## config.mk

```make
export PLATFORM = sky130hd
export DESIGN_NAME = clk_mux_ctrl
export DESIGN_NICKNAME = d
export VERILOG_FILES = /design/src/rtl/clk_mux_ctrl_pkg.sv /design/src/rtl/clk_mux_ctrl_bit_sync.sv /design/src/rtl/clk_mux_ctrl.sv
export SDC_FILE = /design/constraint.sdc
export NUM_CORES = 1
export LEC_CHECK = 0
export CAP_MARGIN = 20
export CORE_MARGIN = 2
export CORE_UTILIZATION = 40
export DETAILED_ROUTE_END_ITERATION = 7
export PLACE_DENSITY = 0.68
export RECOVER_POWER = 50
export SLEW_MARGIN = 10
export SYNTH_ARGS = -nofsm -noshare
export SYNTH_HDL_FRONTEND = slang
export SYNTH_SLANG_ARGS = --single-unit
```

## constraint.sdc

```tcl
create_clock -name clk_i -period 2.2 [get_ports clk_i]
set_input_delay 0.44 -clock clk_i [delete_from_list [all_inputs] [get_ports clk_i]]
set_output_delay 0.44 -clock clk_i [all_outputs]
set_load 0.1 [all_outputs]
```

## src/rtl/clk_mux_ctrl_pkg.sv

```systemverilog
// Shared types and source encodings for the PLL clock-mux sequencing controller.
package clk_mux_ctrl_pkg;

    typedef enum logic [2:0] {
        IDLE      = 3'd0,
        WAIT_LOCK = 3'd1,
        SETTLE    = 3'd2,
        DONE      = 3'd3,
        ERROR     = 3'd4
    } state_t;

    localparam logic SRC_PLL1 = 1'b0;
    localparam logic SRC_PLL2 = 1'b1;

endpackage

```

## src/rtl/clk_mux_ctrl_bit_sync.sv

```systemverilog
// Multi-flop synchronizer for a single asynchronous level; clears to 0 on reset.
module bit_sync #(
    parameter int unsigned STAGES = 2
) (
    input  logic clk_i,
    input  logic arst_ni,
    input  logic d,
    output logic q
);

    logic [STAGES-1:0] chain;

    always_ff @(posedge clk_i or negedge arst_ni) begin
        if (!arst_ni) begin
            chain <= '0;
        end else begin
            chain <= {chain[STAGES-2:0], d};
        end
    end

    assign q = chain[STAGES-1];

endmodule

```

## src/rtl/clk_mux_ctrl.sv

```systemverilog
// Sequences glitch-free PLL mux switches: wait for target lock, drive select, hold a settle window.
module clk_mux_ctrl
    import clk_mux_ctrl_pkg::*;
#(
    parameter int unsigned LOCK_TIMEOUT  = 1024,
    parameter int unsigned SETTLE_CYCLES = 8,
    parameter int unsigned SYNC_STAGES   = 2
) (
    input  logic clk_i,
    input  logic arst_ni,
    input  logic req_valid_i,
    input  logic req_sel_i,
    output logic req_ready_o,
    input  logic pll_1_locked_i,
    input  logic pll_2_locked_i,
    output logic sel_o,
    output logic busy_o,
    output logic done_o,
    output logic err_o
);

    localparam int unsigned CNT_MAX = (LOCK_TIMEOUT > SETTLE_CYCLES) ? LOCK_TIMEOUT : SETTLE_CYCLES;
    localparam int unsigned CW      = (CNT_MAX > 1) ? $clog2(CNT_MAX) : 1;
    localparam logic [CW-1:0] LOCK_LAST   = CW'(LOCK_TIMEOUT - 1);
    localparam logic [CW-1:0] SETTLE_LAST = CW'(SETTLE_CYCLES - 1);

    state_t        state;
    logic [CW-1:0] cnt;
    logic          tgt;
    logic          prev;
    logic          lk1;
    logic          lk2;
    logic          tgt_lock;

    bit_sync #(.STAGES(SYNC_STAGES)) u_sync_pll1 (
        .clk_i   (clk_i),
        .arst_ni (arst_ni),
        .d       (pll_1_locked_i),
        .q       (lk1)
    );

    bit_sync #(.STAGES(SYNC_STAGES)) u_sync_pll2 (
        .clk_i   (clk_i),
        .arst_ni (arst_ni),
        .d       (pll_2_locked_i),
        .q       (lk2)
    );

    assign tgt_lock    = (tgt == SRC_PLL2) ? lk2 : lk1;
    assign req_ready_o = (state == IDLE);
    assign busy_o      = (state != IDLE);
    assign done_o      = (state == DONE) || (state == ERROR);

    // err_o is set on the edge entering ERROR so it is already high during the done_o pulse.
    always_ff @(posedge clk_i or negedge arst_ni) begin
        if (!arst_ni) begin
            state <= IDLE;
            cnt   <= '0;
            tgt   <= SRC_PLL1;
            prev  <= SRC_PLL1;
            sel_o <= SRC_PLL1;
            err_o <= 1'b0;
        end else begin
            case (state)
                IDLE: begin
                    if (req_valid_i) begin
                        tgt   <= req_sel_i;
                        prev  <= sel_o;
                        err_o <= 1'b0;
                        cnt   <= '0;
                        state <= (req_sel_i == sel_o) ? DONE : WAIT_LOCK;
                    end
                end
                WAIT_LOCK: begin
                    if (tgt_lock) begin
                        sel_o <= tgt;
                        cnt   <= '0;
                        state <= SETTLE;
                    end else if (cnt == LOCK_LAST) begin
                        err_o <= 1'b1;
                        cnt   <= '0;
                        state <= ERROR;
                    end else begin
                        cnt <= cnt + CW'(1);
                    end
                end
                SETTLE: begin
                    if (!tgt_lock) begin
                        sel_o <= prev;
                        err_o <= 1'b1;
                        cnt   <= '0;
                        state <= ERROR;
                    end else if (cnt == SETTLE_LAST) begin
                        cnt   <= '0;
                        state <= DONE;
                    end else begin
                        cnt <= cnt + CW'(1);
                    end
                end
                DONE, ERROR: begin
                    state <= IDLE;
                end
                default: begin
                    state <= IDLE;
                end
            endcase
        end
    end

endmodule

```

# Word level (Yosys, flattened, before mapping)

Index checks and enable logic that the tools add are counted.

$add $sub $neg: 1
Equality and inequality tests: 14
Mux-type cells: 22
Reduce and logical (&&, ||, !) cells: 10

Operators by type and width:

| cell                  | number |
|---|---|
| $mux 10               | 5 |
| $pmux 10 s3           | 1 |
| $mux 3                | 5 |
| $add 10x1->10 const B | 1 |
| $eq 10x10->1 const B  | 1 |
| $eq 10x3->1 const B   | 1 |
| $ne 2x2->1 const B    | 5 |
| $pmux 3 s3            | 1 |
| $mux 1                | 7 |
| $eq 3x2->1 const B    | 2 |
| $ne 3x3->1 const B    | 2 |
| $reduce_and 3->1      | 2 |
| $reduce_bool 3->1     | 2 |
| $reduce_and 5->1      | 1 |
| $reduce_and 2->1      | 2 |
| $eq 3x1->1 const B    | 1 |
| $eq 3x3->1 const B    | 1 |
| $logic_not 3->1       | 1 |
| $pmux 1 s3            | 1 |
| $mux 2                | 1 |
| $pmux 1 s2            | 1 |
| $reduce_bool 2->1     | 1 |
| $eq 1x1->1            | 1 |
| $logic_or 1x1->1      | 1 |

Flip-flop bits (word level): 21
Bits of input ports: 6
Output and inout bits: 5
Logic and storage cells: 55

# Depth between registers and ports, before layout

Gate-level depths: netlist of the first run.

Depth after elaboration: 4
Gate-level depth with buffers: 7
Depth with buffers taken out: 6

# Modules after synthesis

Synthesis of the first run repeated with hierarchy kept, for this count alone.

Cell total of the unflattened synthesis: 128
Area, all modules: 1174.9 um2

By module, submodules not included:

| module       | times used | cells an instance | area each (um2) | seq. area each (um2) |
|---|---|---|---|---|
| clk_mux_ctrl | 1          | 124               | 1074.8          | 425.4 |
| bit_sync     | 2          | 2                 | 50.0            | 50.0 |

# Worst setup path after synthesis of the first run

Ideal clock, no wire load.

Path kind: reg-to-output
From: register state[1]
To: output port done_o
Arrival: 2.903 ns
Required time: 1.760 ns
Slack: -1.143 ns
Cell stages (with the launch flop): 4
Buffers on the path: 1
Cell sequence: dfrtp_1 -> clkbuf_1 -> nand2_1 -> o21ai_0

Longest elaborated chain between the ends: 2
Elaborated cells on any way between the ends: 3
Classes of those cells: 2 x eq/ne; 1 x reduce/logical

RTL lines:

| item                                            | line               | text |
|---|---|---|
| start, declared                                 | clk_mux_ctrl.sv:27 | `state_t state;` |
| start signal, assigned                          | clk_mux_ctrl.sv:71 | `state <= (req_sel_i == sel_o) ? DONE : WAIT_LOCK;` |
| $eq 3x2->1 / $eq 3x3->1 (equally long branches) | clk_mux_ctrl.sv:52 | `assign done_o = (state == DONE) \|\| (state == ERROR);` |
| $logic_or 1x1->1 *                              | clk_mux_ctrl.sv:52 |  |
| end, declared                                   | clk_mux_ctrl.sv:18 | `output logic done_o,` |

Every way passes the cells marked *; elsewhere a longest branch is shown, timed or not.

# Final worst setup path of the first run

From: register state[1]
To: output port req_ready_o

Longest elaborated chain between the ends: 1

RTL lines:

| item            | line               | text |
|---|---|---|
| $logic_not 3->1 | clk_mux_ctrl.sv:50 | `assign req_ready_o = (state == IDLE);` |
| end, declared   | clk_mux_ctrl.sv:13 | `output logic req_ready_o,` |

Every way passes these cells.

==> results of run 1 <==
==> how the worst max path moves through the flow <==
stage           startpoint          end  depth (start not counted)
3_3_place_gp   req_valid_i       cnt[5]                          5
4_1_cts           state[0]  req_ready_o                          3
5_1_grt           state[0]  req_ready_o                          3
2_1_floorplan     state[0]         prev                          4
3_5_place_dp   req_valid_i       cnt[5]                          5
6_report          state[1]  req_ready_o                          3
==> stage by stage <==
step,util,hold slack (ns),instances
finish,0.503,0.378,168
global route,0.503,0.384,168
CTS,0.504,0.380,168
detailed placement,0.493,0.336,164
global placement,0.493,0.339,164
floorplan,-,0.144,121
==> power groups by stage <==
| stage | Sequential (W) | Clock, W | Combinational, W |
|---|---|---|---|
| 4_1_cts | 0.000536 | 0.000201 | 0.00128 |
| 2_1_floorplan | 0.000669 | 0 | 0.000776 |
| 3_3_place_gp | 0.000543 | 0 | 0.00126 |
| 6_report | 0.000536 | 0.000195 | 0.00127 |
| 3_5_place_dp | 0.000545 | 0 | 0.00128 |
| 5_1_grt | 0.000548 | 0.000215 | 0.00137 |
==> flip-flops by register name, summed over array words and instances (netlist names) <==
| signal | flops |
|---|---|
| cnt | 10 |
| state | 3 |
| u_sync_pll1.chain | 2 |
| u_sync_pll2.chain | 2 |
| err_o | 1 |
| prev | 1 |
| sel_o | 1 |
| tgt | 1 |
==> cells by family after synthesis <==
| logic type | share of synthesized area |
|---|---|
| AND/OR/NAND/NOR | 0.268 |
| buffers and inverters | 0.0348 |
| adder cells (fa/ha/maj) | 0.0109 |
| multiplexers | 0.0446 |
| AO/OA/AOI/OAI | 0.162 |
| XOR/XNOR | 0.0229 |
| flip-flops | 0.457 |
==> layout make-up <==
class                           count  area [µm²]  share of cell area
Timing Repair Buffer               16         166               0.121
Sequential cell                    21         526               0.382
Tap cell                           31        38.8              0.0282
Clock inverter                      1        7.51             0.00546
Clock buffer                        3        22.5              0.0164
Multi-Input combinational cell     90         589               0.429
Inverter                            6        25.0              0.0182
==> routing by layer <==
layer	part of all wire	routed length, µm	global-route usage	vias up
met4	0.021	48	0.0598	0
met3	0.053	122	0.0491	6
met1	0.45	1050	0.201	432
met5	0	0	0	-
li1	-	-	-	471
met2	0.47	1100	0.239	31
==> placed cells by master (no fill, tap or decap), drive strengths merged, types with 2 or more instances in the layout <==
cell and instances:
clkdlybuf4s50 2, a21oi 7, nand4 2, dlygate4sd3 3, or3 5, nand2 17
nor2 6, buf 10, clkbuf 4, a21o 3, xnor2 3, o31ai 2
o22ai 2, dfrtp 21, o21ai 10, nor3 8, mux2 3, nand3 4
nor4 3, inv 6, o211ai 2, nor2b 3
==> results.ini, run 1 <==
[timing]
clock.fmax_mhz=510
hold_violations=0
fin_tns_setup_ns=0
rsz0062_at_grt=no
finClkSkew_ns=0.00511
slew_headroom=0.238
period_share=0.891
slew_viol_final=0
setup_viol=0
worst_pin_slew_ns=1.14
worst_slack_ns=0.240
finalCriticalPeriod_ns=1.96

[place]
dp_slack_ns=0.426
dpl.hpwl_um=1730
numPortBuffers=10
globalplace.congestion=0.833
postPlaceCellArea_mm2=0.00135

[clock_tree]
cts_buffers=3
clock_path_buffers=2
htree_levels=1
insertion_delay_ns=0.31
cts_sinks=21
clk_pin_slew_ns=0.12
cts_tree=done
hold_buffers=0
cts_resized=0
root_buffer=clkbuf_4
post-cts-setup-buffer-count=0

[worst_setup_path]
reg2reg_depth=5
worst-path-max-fanout=2
crit_chain=or3_2 -> inv_4 -> buf_12
worstPathRequired_ns=1.76
crit_type=reg -> out
worstReg2RegEnd=cnt[4]
critPathBufInv=2
r2r_start=cnt[0]
slowest_stage=or3_2
cp-end-kind=output pin
crit_arrival_ns=1.52
reg2reg_slack_ns=0.48
cpPeakStageDelay_ns=0.53
path_delay_family=simple AND/OR/NAND/NOR gates
cp-start-kind=register

[power]
netSwitchingPower_w=0.00102
power.share.clock=0.097
p_sw_frac=0.510
comb_power_share=0.635
p_seq_frac=0.268
vdd_drop_max_mv=0.963
power_w=0.00200
p_int_w=0.000981
powerDensity_mw_per_mm2=1460
power_leakage_nw=0.578

[finish]
fin_area_mm2=0.00138
drive_gt1_frac=0.226
nNetsFinal=145
area_growth_pct=19.6
diodes=0
fillers=254

[detailed_routing]
wl_um=2310
drtPass1Iterations=4
ant_nets=0
drt_iter0_markers=16
drc=0
wl_per_cell_um=13.8
vias=940
vias_per_cell=5.60

[floorplan]
die_x_um=57.6
die_h_um=57.6
ios=11
core-area_mm2=0.00273
start_util=0.421
dieArea_mm2=0.00332
num_rows=19

[synthesis]
synth_seq_cells=21
yosys.area.top_type_share=0.457
synth.largest_area_cell=dfrtp_1
avgSynthCellArea_um2=9.50
syn-num-nets=128
syn-cell-area_mm2=0.00115
synthFlopType=dfrtp_1
netlist_instances=121
synth.distinct_cells=40
ys_warn_count=0
synth_async_sr_flop_share=1.00
synth_edf_count=0
ys_seq_area_frac=0.457
synth_most_common_cell=dfrtp_1
synthTopCellsByArea=dfrtp_1, nand2_1, a21oi_1, or3_1, nor3_1
synth_commonest_cells=dfrtp_1, nand2_1, a21oi_1

[grt]
grt_first_pass_wirelength_um=3940
grt_max_degree=22
antenna_found_initial=0
grt_overflow=0
grt_use_total=0.154
first_global_vias=899

[worst_hold_path]
holdPathStages=0
min_path_type=reg -> reg
holdPathEnd=u_sync_pll1.chain[1]
min_from=u_sync_pll1.chain[0]

[run_status]
status=complete, no violations

[run]
maxCapViolations=0

No activity file was read; power rests on OpenSTA's default activity.
==> inputs of run 2 (changes only) <==
SKIP_CTS_REPAIR_TIMING = 1   (was unset)
==> results of run 2 <==
No change in the layout: final DEF, timing and power equal those of run 1.
==> inputs of run 3 (changes only) <==
==> constraint.sdc (replaced) <==
create_clock -name clk_i -period 2.2 [get_ports clk_i]
set_input_delay 0.44 -clock clk_i [delete_from_list [all_inputs] [get_ports clk_i]]
set_output_delay 0.44 -clock clk_i [all_outputs]
set_load 0.02 [all_outputs]
==> results.ini, run 3 (synthesis gave the netlist of run 1 again) <==
[grt]
grt_max_degree=22  ; unchanged
grt_use_total=0.155  ; was 0.154
antenna_found_initial=0  ; unchanged
first_global_vias=907  ; was 899
grt_overflow=0  ; unchanged
grt_first_pass_wirelength_um=4040  ; was 3940 µm

[floorplan]
die_h_um=57.6  ; unchanged
ios=11  ; unchanged
num_rows=19  ; unchanged
die_x_um=57.6  ; unchanged
start_util=0.421  ; unchanged
core-area_mm2=0.00273  ; unchanged
dieArea_mm2=0.00332  ; unchanged

[worst_setup_path]
cp-start-kind=register  ; unchanged
reg2reg_depth=5  ; unchanged
crit_type=reg -> out  ; unchanged
worstReg2RegEnd=cnt[3]  ; was cnt[4]
reg2reg_slack_ns=0.39  ; was 0.48 ns
worstPathRequired_ns=1.76  ; about the same
cp-end-kind=output pin  ; unchanged
r2r_start=tgt  ; was cnt[0]
worst-path-max-fanout=2  ; unchanged
crit_arrival_ns=1.65  ; was 1.52 ns

[power]
vdd_drop_max_mv=0.817  ; was 0.963 mV
comb_power_share=0.525  ; was 0.635
netSwitchingPower_w=0.000649  ; was 0.00102 W
p_seq_frac=0.353  ; was 0.268
powerDensity_mw_per_mm2=1150  ; was 1460 mW/mm²
power_w=0.00153  ; was 0.00200 W
p_sw_frac=0.424  ; was 0.510
power.share.clock=0.122  ; was 0.097
power_leakage_nw=0.583  ; was 0.578 nW
p_int_w=0.000883  ; was 0.000981 W

[detailed_routing]
vias_per_cell=5.66  ; was 5.60
vias=945  ; was 940
ant_nets=0  ; unchanged
drt_iter0_markers=29  ; was 16
wl_um=2340  ; was 2310 µm
drc=0  ; unchanged
drtPass1Iterations=4  ; unchanged
wl_per_cell_um=14.0  ; was 13.8 µm

[timing]
rsz0062_at_grt=no  ; unchanged
hold_violations=0  ; unchanged
holdWs_ns=0.370  ; was 0.378 ns
period_share=0.950  ; was 0.891
fin_tns_setup_ns=0  ; unchanged
clock.fmax_mhz=479  ; was 510 MHz
setup_viol=0  ; unchanged
slew_viol_final=0  ; unchanged
finalCriticalPeriod_ns=2.09  ; was 1.96 ns
worst_pin_slew_ns=1.16  ; was 1.14 ns
slew_headroom=0.224  ; was 0.238
finClkSkew_ns=0.00907  ; was 0.00511 ns

[finish]
reg.largest.list=cnt x10, state x3  ; unchanged
nNetsFinal=144  ; was 145
fillers=250  ; was 254
regMostFlops=cnt  ; unchanged
area_growth_pct=16.3  ; was 19.6%
final_util=0.489  ; was 0.503
largest_reg_flops=10  ; unchanged
drive_gt1_frac=0.169  ; was 0.226
diodes=0  ; unchanged
mostFrequentLayoutCells=dfrtp_1, nand2_1, a21oi_1  ; was dfrtp_1, nand2_1, a21oi_1, buf_4, nor3_1
final_common_cell=dfrtp_1  ; unchanged

[place]
numPortBuffers=10  ; unchanged
globalplace.congestion=0.831  ; was 0.833
dpl.hpwl_um=1700  ; was 1730 µm

[clock_tree]
clock_path_buffers=2  ; unchanged
cts_buffers=3  ; unchanged
clk_pin_slew_ns=0.11  ; was 0.12 ns
root_buffer=clkbuf_4  ; unchanged
htree_levels=1  ; unchanged
cts_sinks=21  ; unchanged
cts_tree=done  ; unchanged
insertion_delay_ns=0.30  ; was 0.31 ns

[worst_hold_path]
min_path_type=reg -> reg  ; unchanged
holdPathEnd=u_sync_pll1.chain[1]  ; unchanged
min_from=u_sync_pll1.chain[0]  ; unchanged
holdPathStages=0  ; unchanged

[run_status]
status=complete, no violations  ; unchanged

[run]
maxCapViolations=0  ; unchanged

[run 3: cell count changes in the layout (fill, tap and decap cells not counted), sizes merged]
cell / previous run / this run
clkdlybuf4s50: 2 / 5
clkinv: 0 / 1
dlymetal6s2s: 0 / 2
buf: 10 / 4
clkinvlp: 1 / 0
[run 3: worst max path at each step]
stage	startpoint	endpoint	slack [ns]	depth (start not counted)
CTS	state[0]	req_ready_o	-0.009	3
global placement	state[0]	req_ready_o	0.36	3
finish	state[0]	busy_o	0.11	2
detailed placement	state[0]	req_ready_o	0.34	3
floorplan	state[1]	done_o	0.49	3
global route	state[0]	busy_o	0.02	2
[run 3: stage by stage]
step | worst slack, ns | cell area, µm² | std cells
2_1_floorplan | 0.487 | 1150 | 121
3_3_place_gp | 0.356 | 1310 | 163
3_5_place_dp | 0.343 | 1310 | 163
4_1_cts | -0.00948 | 1340 | 167
5_1_grt | 0.0215 | 1340 | 167
6_report | 0.111 | 1340 | 167
[run 3: final cells by class]
class / count / area [µm²] / share of cell area
Inverter: 6 / 22.5 / 0.0168
Clock inverter: 1 / 5.00 / 0.00374
Multi-Input combinational cell: 90 / 584 / 0.437
Timing Repair Buffer: 15 / 139 / 0.104
Clock buffer: 3 / 22.5 / 0.0168
Sequential cell: 21 / 526 / 0.393
Tap cell: 31 / 38.8 / 0.0290
[run 3: critical path, stage by stage (launching register included)]
cell	delay, ns
dfrtp_1	0.39
or3_1	0.41
clkdlybuf4s50_1	0.56
[run 3: layer usage]
layer | GRT usage | part of all wire | vias up
met3 | 0.0268 | 0.037 | 2
met2 | 0.237 | 0.48 | 17
met1 | 0.222 | 0.48 | 464
li1 | - | - | 462
met4 | 0.0598 | 0.0051 | 0
met5 | 0 | 0 | -
[run 3: power by group through the flow]
| stage | logic [W] | clock network [W] | registers [W] |
|---|---|---|---|
| 2_1_floorplan | 0.000519 | 0 | 0.000569 |
| 3_3_place_gp | 0.000795 | 0 | 0.000545 |
| 3_5_place_dp | 0.000813 | 0 | 0.000547 |
| 4_1_cts | 0.000817 | 0.000194 | 0.000539 |
| 5_1_grt | 0.000892 | 0.000221 | 0.000550 |
| 6_report | 0.000804 | 0.000187 | 0.000540 |
